<file path="config.mk">
export PLATFORM = sky130hd
export DESIGN_NAME = multi_time_counter
export DESIGN_NICKNAME = d
export VERILOG_FILES = /design/src/rtl/multi_time_counter.sv
export SDC_FILE = /design/constraint.sdc
export NUM_CORES = 1
export LEC_CHECK = 0
export ABC_AREA = 1
export ABC_CLOCK_PERIOD_IN_PS = 1550
export BUFFER_PORTS_ARGS = -buffer_cell sky130_fd_sc_hd__buf_2
export CORE_AREA = 2 2 95 61
export CTS_CLUSTER_SIZE = 30
export DETAILED_ROUTE_END_ITERATION = 8
export DIE_AREA = 0 0 97 63
export GPL_TIMING_DRIVEN = 1
export MAX_ROUTING_LAYER = met4
export PLACE_DENSITY = 0.81
export REMOVE_ABC_BUFFERS = 1
export SLEW_MARGIN = 40
export SYNTH_ARGS = -nofsm -noshare
export SYNTH_HDL_FRONTEND = slang
export SYNTH_SLANG_ARGS = --single-unit
</file>
<file path="constraint.sdc">
create_clock -name clk1 -period 1.55 [get_ports clk1]
set_input_delay 0.155 -clock clk1 [delete_from_list [all_inputs] [get_ports clk1]]
set_output_delay 0.155 -clock clk1 [all_outputs]
set_load 0.02 [all_outputs]
</file>
<file path="src/rtl/multi_time_counter.sv">
`default_nettype none
// ============================================================================
//  Module   : multi_time_counter
//  Purpose  : Tick-driven up-counter with a programmable limit and N
//             programmable threshold channels. At the limit the counter
//             either saturates (mode=0) or wraps to zero (mode=1). Each
//             channel reports a level (cnt >= threshold) and a one-cycle
//             pulse when the count is freshly loaded with a value equal to
//             its threshold.
//
//  Ports    :
//    clk1      in   1            clock, all state updates on rising edge
//    st        in   1            asynchronous active-high reset
//    restart   in   1            synchronous restart of the count to 0
//    tick      in   1            count enable, one increment per edge
//    mode      in   1            0 = saturate at limit, 1 = wrap at limit
//    cfg_we    in   1            configuration write strobe
//    cfg_idx   in   clog2(N+1)   0..N-1 threshold channel, N = limit reg
//    cfg_data  in   W            configuration write data
//    cnt       out  W            current count
//    hit       out  N            per channel level: cnt >= th[i]
//    hit_p     out  N            per channel pulse: cnt newly equals th[i]
//    wrap_p    out  1            pulse in the cycle after a wrap
//    done      out  1            mode=0 and cnt == lim
//
//  Revision : 1.0  initial release
// ============================================================================
module multi_time_counter #(
   parameter int               W        = 8,
   parameter int               N        = 3,
   parameter logic [N*W-1:0]   TH_INIT  = {W'(29), W'(14), W'(4)},
   parameter logic [W-1:0]     LIM_INIT = W'(29)
) (
   input  logic                      clk1,
   input  logic                      st,
   input  logic                      restart,
   input  logic                      tick,
   input  logic                      mode,
   input  logic                      cfg_we,
   input  logic [$clog2(N+1)-1:0]    cfg_idx,
   input  logic [W-1:0]              cfg_data,
   output logic [W-1:0]              cnt,
   output logic [N-1:0]              hit,
   output logic [N-1:0]              hit_p,
   output logic                      wrap_p,
   output logic                      done
);

   localparam int             c_iw      = $clog2(N+1);
   localparam logic [c_iw-1:0] c_lim_idx = c_iw'(N);

   logic [W-1:0] r_cnt;
   logic [W-1:0] r_lim;
   logic [W-1:0] r_th [N];
   logic         r_upd;      // count was loaded at the last edge
   logic         r_wrap_p;

   logic         w_below_lim;
   logic         w_lim_we;

   // Compared against the limit value in force before this edge, so a
   // simultaneous limit write only affects the following updates.
   assign w_below_lim = (r_cnt < r_lim);
   assign w_lim_we    = cfg_we && (cfg_idx == c_lim_idx);

   // ------------------------------------------------------------------------
   // Count register. Restart wins over tick. At or above the limit the count
   // holds in saturate mode (no load, hence no pulses) or reloads to zero in
   // wrap mode. Because increments only happen below the limit, the count
   // can never overflow W bits.
   // ------------------------------------------------------------------------
   always_ff @(posedge clk1 or posedge st) begin
      if (st) begin
         r_cnt    <= '0;
         r_upd    <= 1'b0;
         r_wrap_p <= 1'b0;
      end else begin
         r_upd    <= 1'b0;
         r_wrap_p <= 1'b0;
         if (restart) begin
            r_cnt <= '0;
            r_upd <= 1'b1;
         end else if (tick) begin
            if (w_below_lim) begin
               r_cnt <= r_cnt + W'(1);
               r_upd <= 1'b1;
            end else if (mode) begin
               r_cnt    <= '0;
               r_upd    <= 1'b1;
               r_wrap_p <= 1'b1;
            end
         end
      end
   end

   // ------------------------------------------------------------------------
   // Limit register. Lowering it below the current count is legal: the count
   // then simply stays put (saturate) or wraps on the next tick (wrap mode).
   // ------------------------------------------------------------------------
   always_ff @(posedge clk1 or posedge st) begin
      if (st) begin
         r_lim <= LIM_INIT;
      end else if (w_lim_we) begin
         r_lim <= cfg_data;
      end
   end

   // ------------------------------------------------------------------------
   // Threshold channels. Each channel owns its register and its comparators;
   // out-of-range indices match no channel and no limit, so they are dropped.
   // ------------------------------------------------------------------------
   generate
      for (genvar gi = 0; gi < N; gi++) begin : g_ch
         always_ff @(posedge clk1 or posedge st) begin
            if (st) begin
               r_th[gi] <= TH_INIT[gi*W +: W];
            end else if (cfg_we && (cfg_idx == c_iw'(gi))) begin
               r_th[gi] <= cfg_data;
            end
         end

         // A zero threshold is always reached; its pulse still needs a load,
         // so it fires once after a restart or wrap.
         assign hit[gi]   = (r_cnt >= r_th[gi]);
         assign hit_p[gi] = r_upd && (r_cnt == r_th[gi]);
      end
   endgenerate

   assign cnt    = r_cnt;
   assign wrap_p = r_wrap_p;
   assign done   = !mode && (r_cnt == r_lim);

endmodule
`default_nettype wire

</file>
==> results of run 1 <==
path summary, 6_finish.rpt:
check / startpoint / end / slack (ns) / cells past startpoint
worst min register to register: r_th[10] / r_th[10] / 0.48 / 2
min in group asynchronous: st / r_th[19] / 0.53 / 4
worst min-delay path: mode / wrap_p / 0.12 / 3
worst max-delay path: cnt[7] / hit[2] / -0.41 / 6
worst max register to register: r_lim[3] / cnt[1] / -0.17 / 12
max in group asynchronous: st / cnt[6] / 0.63 / 4
power groups by stage:
stage,logic (mW),registers (mW),clock network (mW)
6_report,1.05,1.38,0.745
5_1_grt,1.15,1.39,0.802
4_1_cts,0.821,1.36,0.749
3_5_place_dp,0.694,1.38,0
3_3_place_gp,0.663,1.37,0
2_1_floorplan,0.483,1.37,0
tightest hold or removal path, stage by stage:
cell and delay [ns]:
buf_2 0.11, nand3_1 0.07, nor2_1 0.04
state kept, by name, indices dropped and copies added, names as in the netlist:
name,count
r_upd,1
r_lim,8
wrap_p,1
r_th,24
cnt,8
layer usage:
metal	GRT usage	vias to the layer above	wire, um
li1	-	1098	-
met1	0.310	1088	3020
met2	0.353	124	3390
met3	0.0593	32	559
met4	0.0757	0	269
met5	-	-	0
Yosys cell counts, drive strengths merged:
library cell  number
a31oi              1
nand2             80
dfstp             12
nand3              9
o21ai             35
buf                4
inv               54
xnor2              2
xor2               2
a21oi             15
a21o               2
ha                33
nor2              20
dfrtp             30
o2111ai            3
nand4              8
logic make-up after synthesis:
| logic type | share of synthesized area |
|---|---|
| AOI/OAI and AO/OA | 0.118 |
| xor gates and xnor gates | 0.0134 |
| adders and majority gates | 0.157 |
| buffers and inverters | 0.0944 |
| DFF | 0.406 |
| and+or+nand+nor | 0.211 |
layout make-up:
type / count / area (um2)
fillers: 424 / 1880
multi-input cells: 210 / 1660
flip-flops and latches: 42 / 1070
repair buffers: 45 / 288
inverters: 54 / 203
clock buffers: 7 / 86.3
well taps: 69 / 86.3
clock inverters: 1 / 5.00
repair_timing:
item,in CTS,in global routing
hold endpoints to repair,25,0
hold buffers,1,0
gates resized for setup,44,31
buffers inserted,0,4
pin swaps,17,19
endpoints found under the setup margin,16,17
==> impl_metrics.py, run 1 <==
metrics = {
    "run_status": {
        "status": "finished, violations left",
        "violations": "negative setup slack",
    },
    "cts": {
        "clockBufferDepth": 2,
        "cts_sinks": 42,
        "worstSkewPairLatency_ns": 0.30,
        "numCtsBuffers": 5,
        "tritoncts": "built",
        "clkTransAtPathRegs_ns": 0.08,
        "htreeDepth": 2,
        "clock_tree.root_cell": "clkbuf_8",
    },
    "power": {
        "ir_drop_mv": 0.571,
        "p_comb_frac": 0.332,
        "leakage_nw": 1.66,
        "power_mw": 3.18,
        "p_sw_mw": 1.10,
        "p_int_mw": 2.07,
        "seq_power_share": 0.434,
        "power_density_nw_per_um2": 934,
        "switching_share": 0.347,
        "clkPwrFrac": 0.235,
    },
    "placed_design": {
        "port-buffer-count": 31,
        "dp_hpwl_um": 4370,
        "dp_cells": 415,
        "place_area_um2": 2890,
        "pre_cts_slack_ns": -0.120,
        "gp_congestion": 0.881,
    },
    "timing": {
        "slew_headroom": 0.645,
        "fin_crit_sh": 1.27,
        "slew_violations": 0,
        "setup_slack_ns": -0.413,
        "rsz0062_at_grt": "true",
        "setup_tns_ns": -3.93,
        "fin_skew_ns": 0.00340,
        "tightest_slew_ns": 0.533,
        "period_minus_slack_ns": 1.96,
        "fin_hold_ws_ns": 0.115,
        "setup_viol": 16,
        "hold_viol_final": 0,
        "fmax_ghz": 0.510,
    },
    "setup_path": {
        "slowest_delay_ns": 0.52,
        "cpLargestDelayFamily": "flip-flops",
        "critPathRequiredTime_ns": 1.39,
        "cp_cell_sequence": "ha_4 -> nand2_2 -> nor2_4 -> nand4_1 -> o2111ai_2 -> buf_4",
        "critPathBufInv": 1,
        "path_max_fanout": 5,
        "end_kind": "primary output",
        "crit_type": "flop to primary output",
        "slowest_stage": "dfrtp_2",
        "crit_arrival_ns": 1.81,
        "crit_path_start_kind": "flop",
    },
    "logic_synthesis": {
        "synth_area_leader_cell": "dfrtp_1",
        "netlist_area_um2": 2620,
        "synth_area_leaders": "dfrtp_1 (29%), ha_1 (16%), dfstp_2 (12%)",
        "avgSynthCellArea_um2": 8.46,
        "synth_top_cell_area_share": 0.286,
        "synthDistinctLibCells": 25,
        "synthCells": 310,
        "ys_ff_latch": 42,
        "yosys_warnings": 0,
        "ys_seq_area_frac": 0.406,
    },
    "route": {
        "dr.pass1.iters": 5,
        "drt-total-wl_um": 7240,
        "postRouteAntennaNets": 0,
        "drt_iter0_drc": 141,
        "viasPerCell": 5.47,
        "routedWlPerCell_um": 16.9,
        "drc": 0,
        "vias": 2342,
    },
    "die": {
        "ios": 32,
        "initial_core_util": 0.497,
        "die_h_um": 63,
        "num_rows": 21,
        "dieArea_um2": 6110,
        "coreArea_um2": 5280,
        "die_w_um": 97,
    },
    "global_route": {
        "grt_usage": 0.234,
        "gr-total-overflow": 0,
        "grt_pass1_wl_um": 11200,
        "grt_pass1_vias": 2372,
        "antenna_found_initial": 0,
        "grt_max_degree": 43,
    },
    "final_layout": {
        "drive_gt1_frac": 0.373,
        "fin_nets": 407,
        "area_growth_pct": 29.6,
        "antenna_cells": 0,
        "final_cell_mix": "nand2_1 (67), inv_1 (44), o21ai_1 (33)",
        "post_layout_nonfiller_instances": 428,
        "final_area_um2": 3400,
        "utilization": 0.644,
        "final_common_cell": "nand2_1",
    },
    "worst_hold_path": {
        "hold_class": "input pin to flop",
    },
    "job": {
        "cap_violations": 0,
    },
}
No activity file was read; power rests on OpenSTA's default activity.
==> run 2: changes to the inputs <==
--- a/config.mk
+++ b/config.mk
@@ -8,13 +8,13 @@
 export ABC_AREA = 1
 export ABC_CLOCK_PERIOD_IN_PS = 1550
 export BUFFER_PORTS_ARGS = -buffer_cell sky130_fd_sc_hd__buf_2
-export CORE_AREA = 2 2 95 61
+export CORE_AREA = 2 2 115 73
 export CTS_CLUSTER_SIZE = 30
 export DETAILED_ROUTE_END_ITERATION = 8
-export DIE_AREA = 0 0 97 63
+export DIE_AREA = 0 0 117 75
 export GPL_TIMING_DRIVEN = 1
 export MAX_ROUTING_LAYER = met4
-export PLACE_DENSITY = 0.81
+export PLACE_DENSITY = 0.61
 export REMOVE_ABC_BUFFERS = 1
 export SLEW_MARGIN = 40
 export SYNTH_ARGS = -nofsm -noshare
==> impl_metrics.py, run 2 (same netlist as run 1, synthesis figures left out) <==
metrics = {
    "power": {
        "power_mw": 3.56,
        "ir_drop_mv": 0.432,
        "leakage_nw": 1.75,
        "power_density_nw_per_um2": 958,
    },
    "timing": {
        "fin_crit_sh": 1.21,
        "period_minus_slack_ns": 1.87,
        "slew_violations": 0,
        "setup_viol": 17,
        "slew_headroom": 0.622,
        "fin_skew_ns": 0.00210,
        "fin_hold_ws_ns": 0.00544,
        "setup_tns_ns": -3.47,
        "hold_viol_final": 0,
        "fmax_ghz": 0.534,
        "rsz0062_at_grt": "true",
        "tightest_slew_ns": 0.566,
        "setup_slack_ns": -0.323,
    },
    "cts": {
        "worstSkewPairLatency_ns": 0.29,
        "clock_tree.root_cell": "clkbuf_16",
        "tritoncts": "built",
        "numCtsBuffers": 5,
        "htreeDepth": 2,
        "clockBufferDepth": 2,
        "hold_buffers": 0,
        "clkTransAtPathRegs_ns": 0.06,
        "cts_sinks": 42,
    },
    "setup_path": {
        "worst-r2r-cell-count": 9,
        "critPathRequiredTime_ns": 1.39,
        "path_max_fanout": 5,
        "end_kind": "primary output",
        "crit_arrival_ns": 1.72,
        "crit_type": "flop to primary output",
        "crit_path_start_kind": "flop",
    },
    "global_route": {
        "grt_pass1_vias": 2220,
        "gr-total-overflow": 0,
        "grt_pass1_wl_um": 11000,
        "grt_max_degree": 43,
        "antenna_found_initial": 0,
        "grt_usage": 0.173,
    },
    "placed_design": {
        "port-buffer-count": 31,
        "pre_cts_slack_ns": -0.186,
        "dp_hpwl_um": 4760,
        "gp_congestion": 0.867,
    },
    "route": {
        "vias": 2216,
        "drt-total-wl_um": 6960,
        "drt_iter0_drc": 123,
        "postRouteAntennaNets": 0,
        "routedWlPerCell_um": 14.6,
        "viasPerCell": 4.67,
        "drc": 0,
        "dr.pass1.iters": 4,
    },
    "die": {
        "dieArea_um2": 8780,
        "die_h_um": 75,
        "initial_core_util": 0.342,
        "die_w_um": 117,
        "ios": 32,
        "num_rows": 25,
        "coreArea_um2": 7660,
    },
    "final_layout": {
        "max_flop_register": "r_th",
        "area_growth_pct": 41.7,
        "antenna_cells": 0,
        "largest_reg_flops": 24,
        "final_common_cell": "nand2_1",
        "fin_nets": 415,
        "utilization": 0.485,
        "final_cell_mix": "nand2_1 (59), inv_1 (44), o21ai_1 (34)",
        "drive_gt1_frac": 0.439,
    },
    "run_status": {
        "violations": "negative setup slack",
        "status": "finished, violations left",
    },
    "worst_hold_path": {
        "hold_class": "input pin to async pin",
    },
    "job": {
        "cap_violations": 0,
    },
}
==> run 2: changes by cell type in the layout (fill, tap and decap cells not counted), moves of 5 or more <==
cell / before / now
ha_4: 18 / 25
nand2_2: 8 / 13
ha_1: 15 / 7
buf_4: 18 / 23
clkbuf_16: 0 / 5
nand2_1: 67 / 59
clkbuf_8: 6 / 1
==> run 2: layout make-up <==
| cell class | count | area (um2) |
|---|---|---|
| repair buffers | 53 | 360 |
| clock inverters | 2 | 12.5 |
| clock buffers | 6 | 139 |
| fillers | 742 | 3950 |
| flip-flops and latches | 42 | 1070 |
| inverters | 54 | 208 |
| well taps | 108 | 135 |
| multi-input cells | 210 | 1790 |
==> run 2: report_power, final <==
group	leakage, nW	total (mW)	switching, mW	internal [mW]
sequential	0.498	1.37	0.0967	1.28
clock	0.0729	1.09	0.453	0.638
combinational	1.18	1.10	0.603	0.495
total	1.75	3.56	1.15	2.41
==> run 2: worst paths after layout <==
path | slack [ns] | end | start
max in group asynchronous | 1.13 | cnt[7] | st
worst min register to register | 0.48 | r_lim[3] | r_lim[3]
worst min-delay path | 0.005 | r_th[19] | st
worst max register to register | -0.19 | cnt[4] | cnt[1]
worst max-delay path | -0.32 | hit_p[0] | cnt[7]
min in group clk1 | 0.15 | wrap_p | mode
==> run 2: routing by layer <==
| layer | GRT usage | vias up | routed length, um |
|---|---|---|---|
| li1 | - | 1116 | - |
| met1 | 0.237 | 1066 | 3590 |
| met2 | 0.267 | 28 | 3080 |
| met3 | 0.0338 | 6 | 221 |
| met4 | 0.0431 | 0 | 59 |
| met5 | - | - | 0 |
==> run 2: stage by stage <==
step / instances / cell area (um2)
2_1_floorplan: 306 / 2580
3_3_place_gp: 460 / 2980
3_5_place_dp: 460 / 2980
4_1_cts: 472 / 3380
5_1_grt: 475 / 3720
6_report: 475 / 3720
==> run 2: timing repair <==
item / 4_1_cts / 5_1_grt
buffers inserted: 4 / 3
pin swaps: 24 / 35
endpoints found under the setup margin: 17 / 17
resized for setup: 46 / 55
gates cloned: 0 / 0
==> run 2: critical path: stages, from the launching register on <==
cell and delay, ns:
dfrtp_2 0.50, ha_4 0.31, nand2_4 0.06, nor2_4 0.10, nand4_1 0.16, nor2_1 0.14
buf_4 0.16
